[src/rtl/rc4_pkg.sv]
// Shared constants and FSM encoding for the nibble-RC4 encrypt/decrypt datapaths.
package rc4_pkg;
  localparam int W           = 4;
  localparam int SBOX_N      = 1 << W;
  localparam int KEY_LEN     = 4;
  localparam int MSG_LEN     = 8;
  localparam int INIT_CYCLES = SBOX_N;
  localparam int KSA_CYCLES  = 2 * SBOX_N;
  localparam int PRGA_CYCLES = 3 * MSG_LEN;

  typedef logic [W-1:0] nib_t;

  typedef enum logic [2:0] {
    ST_IDLE, ST_INIT, ST_KSA_A, ST_KSA_B, ST_P_A, ST_P_B, ST_P_C, ST_DONE
  } state_e;
endpackage

[src/rtl/rc4_sbox16.sv]
// 16x4 S-box register file: two async read ports, init write port, single-cycle swap.
module rc4_sbox16
  import rc4_pkg::*;
(
  input  logic clk_i,
  input  logic reset_i,
  input  nib_t rd_a_addr_i,
  output nib_t rd_a_data_o,
  input  nib_t rd_b_addr_i,
  output nib_t rd_b_data_o,
  input  logic wr_en_i,
  input  nib_t wr_addr_i,
  input  nib_t wr_data_i,
  input  logic swap_en_i,
  input  nib_t swap_i_i,
  input  nib_t swap_j_i
);
  nib_t mem_q [SBOX_N];

  assign rd_a_data_o = mem_q[rd_a_addr_i];
  assign rd_b_data_o = mem_q[rd_b_addr_i];

  // Both swap writes read the old contents; i==j naturally leaves the entry unchanged.
  always_ff @(posedge clk_i) begin
    if (reset_i) begin
      for (int k = 0; k < SBOX_N; k++) mem_q[k] <= '0;
    end else if (wr_en_i) begin
      mem_q[wr_addr_i] <= wr_data_i;
    end else if (swap_en_i) begin
      mem_q[swap_i_i] <= mem_q[swap_j_i];
      mem_q[swap_j_i] <= mem_q[swap_i_i];
    end
  end
endmodule

[src/rtl/rc4_nibble_decryptor.sv]
// Nibble-RC4 decryptor: KSA over a 4-nibble key, PRGA keystream XORed over 8 ct nibbles.
module rc4_nibble_decryptor
  import rc4_pkg::*;
(
  input  logic                   clk,
  input  logic                   reset,
  input  logic                   start,
  input  logic [KEY_LEN*W-1:0]   key_in,
  input  logic [MSG_LEN*W-1:0]   ct_in,
  input  logic [3:0]             add_to_read,
  output logic [W-1:0]           out,
  output logic [MSG_LEN*W-1:0]   final_out,
  output logic                   busy,
  output logic                   done
);
  state_e state_q, state_d;
  nib_t   i_q, i_d, j_q, j_d, c_q, c_d, si_q, si_d;
  logic [2:0] n_q, n_d;
  logic [KEY_LEN-1:0][W-1:0] key_q;
  logic [MSG_LEN-1:0][W-1:0] ct_q, buf_q, buf_d;
  logic cap_en, wr_en, swap_en;
  nib_t rd_a_addr, rd_a_data, rd_b_addr, rd_b_data, ks;

  // In P_C port A reads S[j]; S[i] was latched in P_B, so port B can fetch S[t].
  assign rd_a_addr = (state_q == ST_P_C) ? j_q : i_q;
  assign rd_b_addr = si_q + rd_a_data;
  // Post-swap lookup: S'[i]=S[j], S'[j]=S[i], otherwise the untouched entry.
  assign ks = (rd_b_addr == i_q) ? rd_a_data :
              (rd_b_addr == j_q) ? si_q : rd_b_data;

  rc4_sbox16 u_sbox (
    .clk_i       (clk),
    .reset_i     (reset),
    .rd_a_addr_i (rd_a_addr),
    .rd_a_data_o (rd_a_data),
    .rd_b_addr_i (rd_b_addr),
    .rd_b_data_o (rd_b_data),
    .wr_en_i     (wr_en),
    .wr_addr_i   (c_q),
    .wr_data_i   (c_q),
    .swap_en_i   (swap_en),
    .swap_i_i    (i_q),
    .swap_j_i    (j_q)
  );

  always_comb begin
    state_d = state_q;
    i_d     = i_q;
    j_d     = j_q;
    c_d     = c_q;
    n_d     = n_q;
    si_d    = si_q;
    buf_d   = buf_q;
    cap_en  = 1'b0;
    wr_en   = 1'b0;
    swap_en = 1'b0;
    case (state_q)
      ST_IDLE, ST_DONE: begin
        if (start) begin
          state_d = ST_INIT;
          c_d     = '0;
          cap_en  = 1'b1;
        end
      end
      ST_INIT: begin
        wr_en = 1'b1;
        i_d   = '0;
        j_d   = '0;
        n_d   = '0;
        buf_d = '0;
        c_d   = c_q + 1'b1;
        if (c_q == nib_t'(INIT_CYCLES - 1)) state_d = ST_KSA_A;
      end
      ST_KSA_A: begin
        j_d     = j_q + rd_a_data + key_q[i_q[$clog2(KEY_LEN)-1:0]];
        state_d = ST_KSA_B;
      end
      ST_KSA_B: begin
        swap_en = 1'b1;
        i_d     = i_q + 1'b1;
        if (i_q == nib_t'(SBOX_N - 1)) begin
          j_d     = '0;
          state_d = ST_P_A;
        end else begin
          state_d = ST_KSA_A;
        end
      end
      ST_P_A: begin
        i_d     = i_q + 1'b1;
        state_d = ST_P_B;
      end
      ST_P_B: begin
        j_d     = j_q + rd_a_data;
        si_d    = rd_a_data;
        state_d = ST_P_C;
      end
      ST_P_C: begin
        swap_en     = 1'b1;
        buf_d[n_q]  = ct_q[n_q] ^ ks;
        n_d         = n_q + 3'd1;
        state_d     = (n_q == 3'(MSG_LEN - 1)) ? ST_DONE : ST_P_A;
      end
      default: state_d = ST_IDLE;
    endcase
  end

  always_ff @(posedge clk) begin
    if (reset) begin
      state_q <= ST_IDLE;
      i_q     <= '0;
      j_q     <= '0;
      c_q     <= '0;
      n_q     <= '0;
      si_q    <= '0;
      key_q   <= '0;
      ct_q    <= '0;
      buf_q   <= '0;
    end else begin
      state_q <= state_d;
      i_q     <= i_d;
      j_q     <= j_d;
      c_q     <= c_d;
      n_q     <= n_d;
      si_q    <= si_d;
      buf_q   <= buf_d;
      if (cap_en) begin
        key_q <= key_in;
        ct_q  <= ct_in;
      end
    end
  end

  assign busy      = (state_q != ST_IDLE) && (state_q != ST_DONE);
  assign done      = (state_q == ST_DONE);
  assign final_out = buf_q;
  assign out       = add_to_read[3] ? '0 : buf_q[add_to_read[2:0]];
endmodule

[config.mk]
export PLATFORM = sky130hd
export DESIGN_NAME = rc4_nibble_decryptor
export DESIGN_NICKNAME = d
export VERILOG_FILES = /design/src/rtl/rc4_pkg.sv /design/src/rtl/rc4_sbox16.sv /design/src/rtl/rc4_nibble_decryptor.sv
export SDC_FILE = /design/constraint.sdc
export NUM_CORES = 1
export LEC_CHECK = 0
export ABC_CLOCK_PERIOD_IN_PS = 6600
export CORE_MARGIN = 5
export CORE_UTILIZATION = 43
export CTS_CLUSTER_SIZE = 24
export DETAILED_ROUTE_END_ITERATION = 12
export PLACE_DENSITY_LB_ADDON = 0.1
export SETUP_SLACK_MARGIN = 0.2
export SLEW_MARGIN = 20
export SYNTH_ARGS = -nofsm -noshare
export SYNTH_HDL_FRONTEND = slang
export SYNTH_SLANG_ARGS = --single-unit
[constraint.sdc]
create_clock -name clk -period 6.6 [get_ports clk]
set_input_delay 0.99 -clock clk [delete_from_list [all_inputs] [get_ports clk]]
set_output_delay 0.99 -clock clk [all_outputs]
set_load 0.01 [all_outputs]
; Yosys cells after proc, flatten, opt, wreduce, memory -nomap -nowiden
; Memories as Yosys holds them, arrays and structs flattened. A register that Yosys moved wholly into a read port is not among the register bits.
; Cells that the tools add are included.
[op_classes]
n_mux = 51
bitwise_logic = 1
order_cmp = 4
n_eq_ne = 16
n_reduce_logical = 17
n_addsub = 6
[op_table]
columns = cell, n
row1 = $mux W4, 20
row2 = $pmux W32 S2, 1
row3 = $bwmux W32, 1
row4 = $bmux W4 S3, 2
row5 = $pmux W3 S7, 1
row6 = $mux W1, 16
row7 = $pmux W4 S2, 2
row8 = $pmux W4 S4, 1
row9 = $eq A3 B3 Y1 const B, 5
row10 = $add A4 B4 Y4, 3
row11 = $demux W4 S3, 1
row12 = $reduce_or A4 Y1, 3
row13 = $mux W3, 3
row14 = $add A4 B1 Y4 const B, 2
row15 = $bmux W4 S2, 1
row16 = $eq A4 B4 Y1, 2
row17 = $eq A4 B4 Y1 const B, 2
row18 = $lt A3 B4 Y1 const B, 2
row19 = $eq A3 B2 Y1 const B, 2
row20 = $ne A2 B2 Y1 const B, 3
row21 = $pmux W3 S2, 1
row22 = $reduce_and A2 Y1, 3
row23 = $reduce_bool A2 Y1, 3
row24 = $reduce_or A2 Y1, 3
row25 = 11 further kinds, 12
[totals]
regBits = 102
n_memories = 1
wordCells = 122
output_inout_bits = 38
ramBits = 64
input_bits = 55
[mem_list]
columns = memory, depth, width, read_ports, rd_ports_with_merged_regs, write_ports, line
row1 = u_sbox.mem_q, 16, 4, 4, 2, 16, rc4_sbox16.sv:18  ; nib_t mem_q [SBOX_N];

; Depth between registers and ports, before layout
; An unclocked memory read counts as a cell.
[logic_depth]
ltp_word = 10
depth_mapped = 20

; By module
; From an unflattened synthesis, not the netlist that was laid out.
[unflattened]
cells_unflattened = 1020
area_unflattened_um2 = 10508.8
[modules_own_cells]
columns = mod, instances, area_per_inst_um2, cells_each
row1 = rc4_nibble_decryptor, 1, 5282.6, 608
row2 = rc4_sbox16, 1, 5226.3, 412

; Worst setup path after synthesis
; OpenSTA, ideal clock, no wires.
[synth_timing]
kind = register -> register
start = register state_q[0]
end = register buf_q, in the netlist final_out[11]
period_less_slack_ns = 4.630
arrival_time_ns = 4.513
required_time_ns = 6.483
path_buffers = 4
setup_ns = 0.117
setup_slack_ns = 1.970
path_stages_with_launch = 20
path_cell_list = dfxtp_1 -> clkbuf_2 -> nand3b_1 -> buf_4 -> mux2i_1 -> buf_4 -> mux4_2 -> a22oi_1 -> nand2_1 -> ha_1 -> inv_1 -> fa_1 -> clkbuf_1 -> mux4_2 -> mux2_2 -> a21oi_1 -> nor2_1 -> o32a_4 -> xnor2_4 -> a22o_1
[synth_via]
elab_chain_cells = 10
word_cells_on_any_way = 13
cone_classes = 1 x add/sub / 4 x eq/ne / 5 x mux / 1 x bitwise / 1 x reduce/logical / 1 x memory
[synth_lines]
columns = element, line
row1 = "start, declared", rc4_nibble_decryptor.sv:16  ; state_e state_q, state_d;
row2 = "start signal, assigned", rc4_nibble_decryptor.sv:119  ; state_q <= state_d;
row3 = $eq A3 B3 Y1 (*), rc4_nibble_decryptor.sv:25  ; assign rd_a_addr = (state_q == ST_P_C) ? j_q : i_q;
row4 = $mux W4 (*), rc4_nibble_decryptor.sv:25
row5 = $mem_v2 Z16 W4 (*), --
row6 = net rd_a_data[0], rc4_nibble_decryptor.sv:22  ; nib_t rd_a_addr, rd_a_data, rd_b_addr, rd_b_data, ks;
row7 = $add A4 B4 Y4 (*), rc4_nibble_decryptor.sv:26  ; assign rd_b_addr = si_q + rd_a_data;
row8 = $mem_v2 Z16 W4 or $eq A4 B4 Y1 (tied branches), --
row9 = $mux W4, rc4_nibble_decryptor.sv:29  ; (rd_b_addr == j_q) ? si_q : rd_b_data;
row10 = $mux W4 (*), rc4_nibble_decryptor.sv:28  ; assign ks = (rd_b_addr == i_q) ? rd_a_data :
row11 = $xor A4 B4 Y4 (*), rc4_nibble_decryptor.sv:99  ; buf_d[n_q] = ct_q[n_q] ^ ks;
row12 = $bwmux W32 (*), rc4_nibble_decryptor.sv:99
row13 = $pmux W32 S2 (*), rc4_nibble_decryptor.sv:57  ; case (state_q)
row14 = "end signal, assigned", rc4_nibble_decryptor.sv:125  ; buf_q <= buf_d;
row15 = "end, declared", rc4_nibble_decryptor.sv:20  ; logic [MSG_LEN-1:0][W-1:0] ct_q, buf_q, buf_d;
; The timed path passes the listed nets; every way through them passes the cells marked *.
; A chain may end at the register's enable or synchronous reset.

; Final worst setup path
[layout_timing]
start = register state_q[2]
end = register buf_q, in the netlist final_out[17]
; Same word-level chain as after synthesis.

==> impl_metrics.yaml <==
global_routing:
  grt_overflow: 0
  grt_max_degree: 61
  grt_pass1_wl_um: 49250
  antenna_found_initial: 0
  first_global_vias: 8084
  groute.usage.overall_pct: 22.57
setup_path:
  crit_path_top_delay_cell: "fa_1"
  crit_arrival_ns: 5.98
  path_buf_inv: 2
  path_max_fanout: 21
  path_cells: "nand3b_1 -> mux2i_2 -> buf_4 -> mux4_2 -> a22oi_1 -> nand2_1 -> ha_1 -> inv_1 -> fa_1 -> xnor2_1 -> nor4_1 -> a21boi_1 -> o21ai_0 -> o21ai_1 -> xnor2_2 -> a22o_1"
  worst-r2r-cell-count: 16
  cpPeakStageDelay_ns: 0.74
  crit_required_ns: 6.92
  endpoint_kind: "flip-flop"
  cp_top_family: "simple AND/OR/NAND/NOR gates"
  reg2reg_to: "final_out[17]"
  r2r_slack_ns: 0.94
  r2r-start: "state_q[2]"
  start_kind: "flip-flop"
  criticalPathCategory: "flip-flop to flip-flop"
routing:
  first_pass_iters: 5
  drt_wl_total_um: 31720
  ant_nets: 0
  dr_total_vias: 8553
  wire_per_inst_um: 23.31
  first_iter_violations: 969
  drcViolationCount: 0
  via_per_inst: 6.284
floorplan:
  start_util_pct: 43.41
  rows: 57
  die_x_um: 166.0
  core_area_sq_um: 24110
  pin_count: 93
  fp.dieH_um: 166.0
  dieArea_sq_um: 27550
cts:
  cts_sinks: 174
  cts_tree: "done"
  htree_levels: 4
  clk_latency_ns: 0.44
  numCtsBuffers: 17
  clock-root-buffer: "clkbuf_16"
  cts_resized: 0
  clk_pin_slew_ns: 0.07
  post-cts-setup-buffers: 0
  clock_path_buffers: 2
  cts_hold_buf: 0
synth:
  yosysSeqAreaShare_pct: 39.41
  synth_area_leaders: "dfxtp_1 21%, mux4_2 19%, edfxtp_1 18%"
  yosys_warnings: 0
  syn_area_sq_um: 10460
  synthesis.instances: 978
  syn-num-nets: 1049
  synth_most_common_cell: "nand2_1"
  async_reset_ff_share_pct: 0
  synthTopCellsByCount: "148 x nand2_1, 110 x dfxtp_1, 90 x mux4_2"
  syn-mean-instance-area_sq_um: 10.70
  synth_ff_type: "dfxtp_1"
  synth_cell_types: 66
  synth_top_area_share_pct: 21.05
  yosys.area.top_type: "dfxtp_1"
  synth-edff-count: 64
  ys_seq_elements: 174
power:
  powerDensity_nw_per_um2: 213.5
  ir_drop_mv: 0.1463
  p_leak_nw: 4.217
final_layout:
  final_core_util_pct: 50.70
  fillCellCount: 2248
  nets: 1095
  layout-drive-gt1-share_pct: 16.59
  syn_to_final_growth_pct: 16.80
  diodes: 0
sta:
  period_minus_slack_ns: 5.661
  hold_viol: 0
  drv_slew: 0
  slew_headroom_pct: 18.35
  clock.fmax_mhz: 176.7
  finalCritPeriodShare_pct: 85.77
  max_slew.worst_pin.slew_ns: 1.201
  fin_tns_setup_ns: 0
  setup_violations: 0
  rsz0062_at_grt: "no"
  clock_skew_ns: 0.01780
placement:
  dp_hpwl_um: 23250
  globalplace.congestion: 0.9615
  placement.io_buffers: 92
worst_hold_path:
  hold_start: "ct_q[3]"
  hold_path_class: "flip-flop to flip-flop"
  hold_depth: 2
  hold_end: "ct_q[3]"
run:
  max_cap_viol_count: 0
status:
  status: "finished clean"
==> worst reg2reg max path, delay by kind of cell (launching register included) <==
kind	cells	cell delay [ns]
simple gates	3	1.20
mux	2	0.84
flops	1	0.72
buf+inv	2	0.35
xor+xnor	2	0.46
fa+ha+maj	2	0.98
compound gates	5	1.00
==> kinds of logic after synthesis <==
kind of cell / share of synthesized area (%)
compound gates: 15.34
xor+xnor: 2.595
fa+ha+maj: 2.128
buf+inv: 3.587
flops: 39.41
mux: 24.55
simple gates: 12.39
==> registers in the layout (all words and copies together) (netlist names), named ones only <==
name          cells
si_q              4
j_q               4
state_q           3
n_q               3
i_q               4
ct_q             32
c_q               4
key_q            16
u_sbox.mem_q     64
final_out        32
==> metal layers <==
layer / vias to the layer above / routed length [um] / global-route usage, % / share of wire (%)
li1: 3865 / - / - / -
met1: 4225 / 14090 / 33.88 / 44
met2: 432 / 14210 / 33.91 / 45
met3: 31 / 3087 / 4.761 / 9.7
met4: 0 / 341 / 4.770 / 1.1
met5: - / 0 / 0 / 0
==> power breakdown <==
part / switching (mW) / internal (mW) / total [mW] / leakage, nW
Clock: 0.498 / 0.538 / 1.04 / 0.296
Combinational: 0.211 / 0.163 / 0.374 / 2.36
Sequential: 0.0467 / 1.15 / 1.20 / 1.56
Total: 0.756 / 1.85 / 2.61 / 4.22
==> cell type report <==
class / instances / area, sq um / area share [%]
Clock buffer: 19 / 464.2 / 3.798
Clock inverter: 13 / 133.9 / 1.095
Inverter: 14 / 52.55 / 0.4300
Multi-Input combinational cell: 713 / 6035 / 49.38
Sequential cell: 174 / 4125 / 33.75
Tap cell: 324 / 405.4 / 3.317
Timing Repair Buffer: 104 / 1006 / 8.231
==> cell usage in the layout, fill, tap and decap left out, types with 9 or more instances in the layout <==
cell / netlist / routed
a211o_1: 9 / 9
a21oi_1: 80 / 80
a22o_1: 32 / 32
buf_4: 2 / 12
clkbuf_16: 0 / 18
clkdlybuf4s50_1: 0 / 91
dfxtp_1: 110 / 109
edfxtp_1: 64 / 64
ha_1: 13 / 13
inv_1: 13 / 13
mux2_2: 9 / 9
mux2i_1: 35 / 31
mux4_2: 90 / 90
nand2_1: 148 / 148
nand2b_1: 9 / 9
nand3_1: 10 / 10
nand3b_1: 9 / 9
nor2_1: 63 / 63
nor3_1: 18 / 18
o21ai_0: 12 / 12
o22ai_1: 64 / 64
==> through the flow <==
stage,cells,setup WS [ns],hold WS (ns),total power [mW],cell area [sq um]
finish,1361,0.9392,0.4528,2.610,12220
floorplan,978,1.970,0.4315,1.464,10460
CTS,1361,0.8950,0.4556,2.627,12200
global route,1361,0.3859,0.4757,2.704,12220
detailed placement,1329,0.9105,0.4449,1.594,11600
global placement,1329,1.092,0.4405,1.592,11600
==> worst max path at each step <==
stage	depth (start not counted)	from	slack (ns)	endpoint
2_1_floorplan	19	state_q[0]	1.97	final_out[11]
3_3_place_gp	16	state_q[2]	1.09	final_out[20]
3_5_place_dp	16	state_q[2]	0.91	final_out[0]
4_1_cts	16	state_q[2]	0.89	final_out[0]
5_1_grt	16	state_q[2]	0.39	final_out[5]
6_report	16	state_q[2]	0.94	final_out[17]
Power figures use the tool's default switching activity.
